[config.mk]
export PLATFORM = sky130hd
export DESIGN_NAME = maquina_ctrl_param
export DESIGN_NICKNAME = d
export VERILOG_FILES = /design/src/rtl/maquina_pkg.sv /design/src/rtl/maquina_idle_cnt.sv /design/src/rtl/maquina_ctrl_param.sv
export SDC_FILE = /design/constraint.sdc
export NUM_CORES = 1
export LEC_CHECK = 0
export ABC_AREA = 1
export CAP_MARGIN = 10
export CORE_MARGIN = 3
export CORE_UTILIZATION = 49
export CTS_BUF_LIST = sky130_fd_sc_hd__clkbuf_8
export CTS_CLUSTER_SIZE = 14
export DETAILED_ROUTE_END_ITERATION = 8
export PLACE_DENSITY = 0.89
export REMOVE_ABC_BUFFERS = 1
export SYNTH_ARGS = -nofsm -noshare
export SYNTH_HDL_FRONTEND = slang
export SYNTH_SLANG_ARGS = --single-unit
export TNS_END_PERCENT = 100
[constraint.sdc]
create_clock -name clk -period 1.88 [get_ports clk]
set_input_delay 0.282 -clock clk [delete_from_list [all_inputs] [get_ports clk]]
set_output_delay 0.282 -clock clk [all_outputs]
set_load 0.1 [all_outputs]
[src/rtl/maquina_pkg.sv]
// Shared constants for the parametrised switch control FSM.
// One-hot state encodings and default parameter values.
package maquina_pkg;

    localparam int ST_W = 5;

    localparam logic [ST_W-1:0] ST_RESET  = 5'b00001;
    localparam logic [ST_W-1:0] ST_INIT   = 5'b00010;
    localparam logic [ST_W-1:0] ST_IDLE   = 5'b00100;
    localparam logic [ST_W-1:0] ST_ACTIVE = 5'b01000;
    localparam logic [ST_W-1:0] ST_ERROR  = 5'b10000;

    localparam int NUM_FIFOS_DEF = 5;
    localparam int UMB_W_DEF     = 2;
    localparam int IDLE_DLY_DEF  = 4;
    localparam int ERR_CNT_W_DEF = 8;

    typedef enum logic [ST_W-1:0] {
        S_RESET  = ST_RESET,
        S_INIT   = ST_INIT,
        S_IDLE   = ST_IDLE,
        S_ACTIVE = ST_ACTIVE,
        S_ERROR  = ST_ERROR
    } state_t;

endpackage

[src/rtl/maquina_idle_cnt.sv]
// Saturating consecutive-cycle counter with clear and hit output.
// hit fires on the DLY-th consecutive enabled cycle.
module maquina_idle_cnt #(
    parameter int DLY = 4
) (
    input  logic clk,
    input  logic reset,
    input  logic en,
    input  logic clr,
    output logic hit
);

    localparam int CW = $clog2(DLY + 1);
    localparam logic [CW-1:0] LIM    = CW'(DLY);
    localparam logic [CW-1:0] HIT_AT = CW'(DLY - 1);

    logic [CW-1:0] cnt;

    assign hit = en && (cnt >= HIT_AT);

    always_ff @(posedge clk or negedge reset) begin
        if (!reset) begin
            cnt <= '0;
        end else if (clr) begin
            cnt <= '0;
        end else if (en && cnt != LIM) begin
            cnt <= cnt + CW'(1);
        end
    end

endmodule

[src/rtl/maquina_ctrl_param.sv]
// Switch control FSM: RESET/INIT/IDLE/ACTIVE/ERROR sequencing,
// threshold capture, masked sticky errors and error-entry count.
module maquina_ctrl_param
    import maquina_pkg::*;
#(
    parameter int NUM_FIFOS = NUM_FIFOS_DEF,
    parameter int UMB_W     = UMB_W_DEF,
    parameter int IDLE_DLY  = IDLE_DLY_DEF,
    parameter int ERR_CNT_W = ERR_CNT_W_DEF
) (
    input  logic                 clk,
    input  logic                 reset,
    input  logic                 init,
    input  logic                 err_clr,
    input  logic [UMB_W-1:0]     Umbrales_MFs,
    input  logic [UMB_W-1:0]     Umbrales_VCs,
    input  logic [UMB_W-1:0]     Umbrales_Ds,
    input  logic [NUM_FIFOS-1:0] FIFO_empties,
    input  logic [NUM_FIFOS-1:0] FIFO_errors,
    input  logic [NUM_FIFOS-1:0] err_mask,
    output logic [UMB_W-1:0]     Umbrales_MFs_internos,
    output logic [UMB_W-1:0]     Umbrales_VCs_internos,
    output logic [UMB_W-1:0]     Umbrales_Ds_internos,
    output logic                 error_out,
    output logic [NUM_FIFOS-1:0] errors_out,
    output logic                 active_out,
    output logic                 idle_out,
    output logic [ERR_CNT_W-1:0] err_count
);

    state_t               state;
    state_t               state_nxt;
    logic [NUM_FIFOS-1:0] merr;
    logic [NUM_FIFOS-1:0] sticky_nxt;
    logic                 all_empty;
    logic                 cnt_en;
    logic                 cnt_clr;
    logic                 cnt_hit;

    assign merr      = FIFO_errors & ~err_mask;
    assign all_empty = &FIFO_empties;
    assign cnt_en    = (state == S_ACTIVE) && all_empty;
    assign cnt_clr   = (state_nxt != S_ACTIVE) || !all_empty;

    maquina_idle_cnt #(
        .DLY (IDLE_DLY)
    ) u_idle_cnt (
        .clk   (clk),
        .reset (reset),
        .en    (cnt_en),
        .clr   (cnt_clr),
        .hit   (cnt_hit)
    );

    always_comb begin
        state_nxt = S_RESET;
        case (state)
            S_RESET:  state_nxt = S_INIT;
            S_INIT:   state_nxt = init ? S_INIT : S_IDLE;
            S_IDLE: begin
                if (init)            state_nxt = S_INIT;
                else if (|merr)      state_nxt = S_ERROR;
                else if (!all_empty) state_nxt = S_ACTIVE;
                else                 state_nxt = S_IDLE;
            end
            S_ACTIVE: begin
                if (init)         state_nxt = S_INIT;
                else if (|merr)   state_nxt = S_ERROR;
                else if (cnt_hit) state_nxt = S_IDLE;
                else              state_nxt = S_ACTIVE;
            end
            S_ERROR:  state_nxt = err_clr ? S_RESET : S_ERROR;
            default:  state_nxt = S_RESET;
        endcase
    end

    // errors_out doubles as the sticky register; it is zero outside ERROR
    always_comb begin
        sticky_nxt = '0;
        if (state == S_ERROR) begin
            if (!err_clr) sticky_nxt = errors_out | merr;
        end else if (state_nxt == S_ERROR) begin
            sticky_nxt = merr;
        end
    end

    always_ff @(posedge clk or negedge reset) begin
        if (!reset) begin
            state                 <= S_RESET;
            idle_out              <= 1'b0;
            active_out            <= 1'b0;
            error_out             <= 1'b0;
            errors_out            <= '0;
            err_count             <= '0;
            Umbrales_MFs_internos <= '0;
            Umbrales_VCs_internos <= '0;
            Umbrales_Ds_internos  <= '0;
        end else begin
            state      <= state_nxt;
            idle_out   <= (state_nxt == S_IDLE);
            active_out <= (state_nxt == S_ACTIVE);
            error_out  <= (state_nxt == S_ERROR);
            errors_out <= sticky_nxt;
            if (state == S_INIT) begin
                Umbrales_MFs_internos <= Umbrales_MFs;
                Umbrales_VCs_internos <= Umbrales_VCs;
                Umbrales_Ds_internos  <= Umbrales_Ds;
            end
            if (state != S_ERROR && state_nxt == S_ERROR
                && err_count != '1) begin
                err_count <= err_count + ERR_CNT_W'(1);
            end
        end
    end

endmodule

==> flow_summary.ini, run 1 <==
[run_status]
status = completed

[cells_and_area]
syn2layout_area_growth_pct = 37.4
diodes = 0
multiInputGateArea_um2 = 823
stdcell_count = 305
nNetsFinal = 289
fillers = 256
drive_above_1_share_pct = 23.0
seq_area_um2 = 752

[global_routing]
grt_first_pass_wirelength_mm = 6.45
grt_start_max_net_pins = 31
antenna_found_initial = 0
globalRouteOverflowTotal = 0
grt_pass1_vias = 1478
grt_use_total_pct = 19.8

[clocking]
postCtsHoldBufs = 0
clkSinkCount = 30
htree_levels = 2
cts_made_buffers = 5
insertion_delay_ps = 280
postCtsSetupBuffers = 0
cts.root.buffer_cell = clkbuf_8
cts_buffer_depth = 2
cts_tree = yes
cts_resized = 0
cts.reportedPaths.clkPinSlew_ps = 60

[routing]
viasPerCell = 4.82
drt_wl_total_mm = 3.62
drc_errors = 0
dr.pass1.iters = 4
ant_nets = 0
vias = 1469
routedWlPerCell_um = 11.9
drtIter0Drc = 72

[logic_synthesis]
synth.distinct_cells = 25
avgSynthCellArea_um2 = 8.28
synth-seq-area-share_pct = 44.3
async_reset_ff_share_pct = 100
synth_top_family_by_area = simple AND/OR/NAND/NOR gates
synth_area_um2 = 1700
synth_ff_type = dfrtp_1
synth_area_leaders = dfrtp_1 43%, nand2_1 13%, inv_1 6.4%
synthXorXnorAreaFrac_pct = 3.10
synth_compound_area_share_pct = 3.68
muxShareOfSynthArea_pct = 0
synth_seq_cells = 30
syn_inst = 205
synth_edf_count = 0
yosys.area_share.simple_pct = 38.8
synth_top_area_share_pct = 42.7
yosys_warnings = 0
yosys.area.top_type = dfrtp_1
synth_fa_ha_area_share_pct = 2.95

[power]
intPower_mw = 1.40
power.switching_mw = 1.21
vdd_drop_max_mv = 1.35
clockPowerShare_pct = 23.3
pwr-share-seq_pct = 31.6
p_leak_nw = 1.19
p_total_mw = 2.61
power.density_nw_per_um2 = 1120
pwr-share-comb_pct = 45.1
swShare_pct = 46.4

[sta]
hold_viol_final = 0
final_max_slew_viol_count = 0
relSlewSlack_pct = 75.8
finalClockSkew_ps = 4.72
fin_crit_ps = 1610
setup_viol = 0
setup_ws_ps = 272
worstMarginPinSlew_ps = 364
holdWs_ps = 386
fin_crit_sh_pct = 85.5
rsz0062_at_grt = false
fin_setup_tns_ps = 0
timing.fmax_mhz = 622

[floorplanning]
io_pins = 47
die_area_um2 = 4210
rows = 20
fp.dieH_um = 64.9
fp.coreArea_um2 = 3180
start_util_pct = 53.4
die_width_um = 64.9

[worst_setup_path]
crit_path_start_kind = flop
setup.worst_path.class = flop to flop
path_max_fanout = 3
crit_path_end_kind = flop
reg2reg_depth = 7
required_ps = 2040
cp.arrival_ps = 1760

[placed_design]
dp.cells = 297
routabilityCongestion = 0.794
pre_cts_slack_ps = 90.3
hpwl_mm = 2.81
io_buffers = 46

[job]
cap_viol_max_count = 0

[min_path]
hp-class = primary input to async pin
-- layer usage --
| metal | vias up | global-route usage (%) | routed length [µm] |
|---|---|---|---|
| met5 | - | 0 | 0 |
| met1 | 675 | 23.3 | 1530 |
| met3 | 6 | 4.85 | 147 |
| met2 | 26 | 35.5 | 1910 |
| li1 | 762 | - | - |
| met4 | 0 | 5.54 | 36 |
-- cell families (layout without fill, tap and decap cells) --
logic type      Yosys count  count (layout)
compound gates           12              12
buf+inv                  32              88
simple gates            121             121
fa+ha+maj                 4               4
flops                    30              30
xor+xnor                  6               6
-- worst max-delay path, stage by stage (launching register included) --
cell and delay [ps]:
dfrtp_1 410, ha_1 210, ha_1 180, nor2_1 70
o21ai_0 120, nor2_1 130, nor2_1 80, nor4_1 300
-- cells in the mapped netlist, types with 3 or more instances --
cell	count
nand2_2	4
nor2_1	12
nor2_2	8
a21oi_1	3
nand2_1	61
nand4_1	11
inv_1	29
nand3_2	3
xor2_1	5
nand3_1	9
o21ai_0	8
ha_1	4
nor2_4	4
dfrtp_1	29
-- metrics by stage --
| stage | instance area (µm²) | util [%] |
|---|---|---|
| detailed placement | 2220 | 70.0 |
| finish | 2330 | 73.4 |
| global route | 2330 | 73.4 |
| floorplan | 1700 | - |
| CTS | 2330 | 73.4 |
| global placement | 2220 | 70.0 |
-- layout make-up --
type                            count  share of cell area, %
Tap cell                           44                   2.36
Clock buffer                        8                   4.72
Inverter                           32                   5.25
Timing Repair Buffer               48                   20.2
Sequential cell                    30                   32.2
Multi-Input combinational cell    143                   35.3
-- final timing paths --
kind                                                      start                              endpoint  slack (ps)
hold reg to reg            Umbrales_MFs_internos[1]$_DFFE_PN0N_  Umbrales_MFs_internos[1]$_DFFE_PN0N_         480
setup / recovery                  u_idle_cnt.cnt[0]$_DFFE_PN0P_                  active_out$_DFF_PN0_         270
max in group asynchronous                                 reset                    state[0]$_DFF_PN1_        1190
min in group clk           Umbrales_MFs_internos[1]$_DFFE_PN0N_  Umbrales_MFs_internos[1]$_DFFE_PN0N_         480
setup reg to reg                  u_idle_cnt.cnt[0]$_DFFE_PN0P_                  active_out$_DFF_PN0_         270
hold / removal                                            reset  Umbrales_VCs_internos[1]$_DFFE_PN0N_         390
-- power groups by stage --
| stage | logic, mW | registers, mW | clock network (mW) |
|---|---|---|---|
| finish | 1.18 | 0.824 | 0.607 |
| CTS | 1.19 | 0.825 | 0.614 |
| detailed placement | 1.19 | 0.831 | 0 |
| global placement | 1.16 | 0.833 | 0 |
| floorplan | 0.388 | 1.35 | 0 |
| global route | 1.25 | 0.837 | 0.648 |
-- registers in the layout, indices dropped and copies added, names as in the netlist, 2 cells and up --
signal / cells
Umbrales_Ds_internos: 2
Umbrales_MFs_internos: 2
Umbrales_VCs_internos: 2
err_count: 8
errors_out: 5
state: 5
u_idle_cnt.cnt: 3
-- placed cells by master, fill, tap and decap left out, types with 5 or more instances in the layout --
| cell type | synthesis | final |
|---|---|---|
| inv_1 | 29 | 29 |
| nand4_1 | 11 | 11 |
| nand3_1 | 9 | 9 |
| clkdlybuf4s50_1 | 0 | 24 |
| nor2_1 | 12 | 12 |
| clkbuf_8 | 0 | 8 |
| o21ai_0 | 8 | 8 |
| nand2_1 | 61 | 61 |
| buf_4 | 0 | 20 |
| xor2_1 | 5 | 5 |
| nor2_2 | 8 | 8 |
| dfrtp_1 | 29 | 29 |
Power figures use the tool's default switching activity.
==> run 2: changes to the inputs <==
--- a/config.mk
+++ b/config.mk
@@ -6,7 +6,7 @@
 export NUM_CORES = 1
 export LEC_CHECK = 0
 export ABC_AREA = 1
-export CAP_MARGIN = 10
+export CAP_MARGIN = 0
 export CORE_MARGIN = 3
 export CORE_UTILIZATION = 49
 export CTS_BUF_LIST = sky130_fd_sc_hd__clkbuf_8
==> results of run 2 <==
Same layout as run 1: the final DEF is identical, and so are final timing and power.
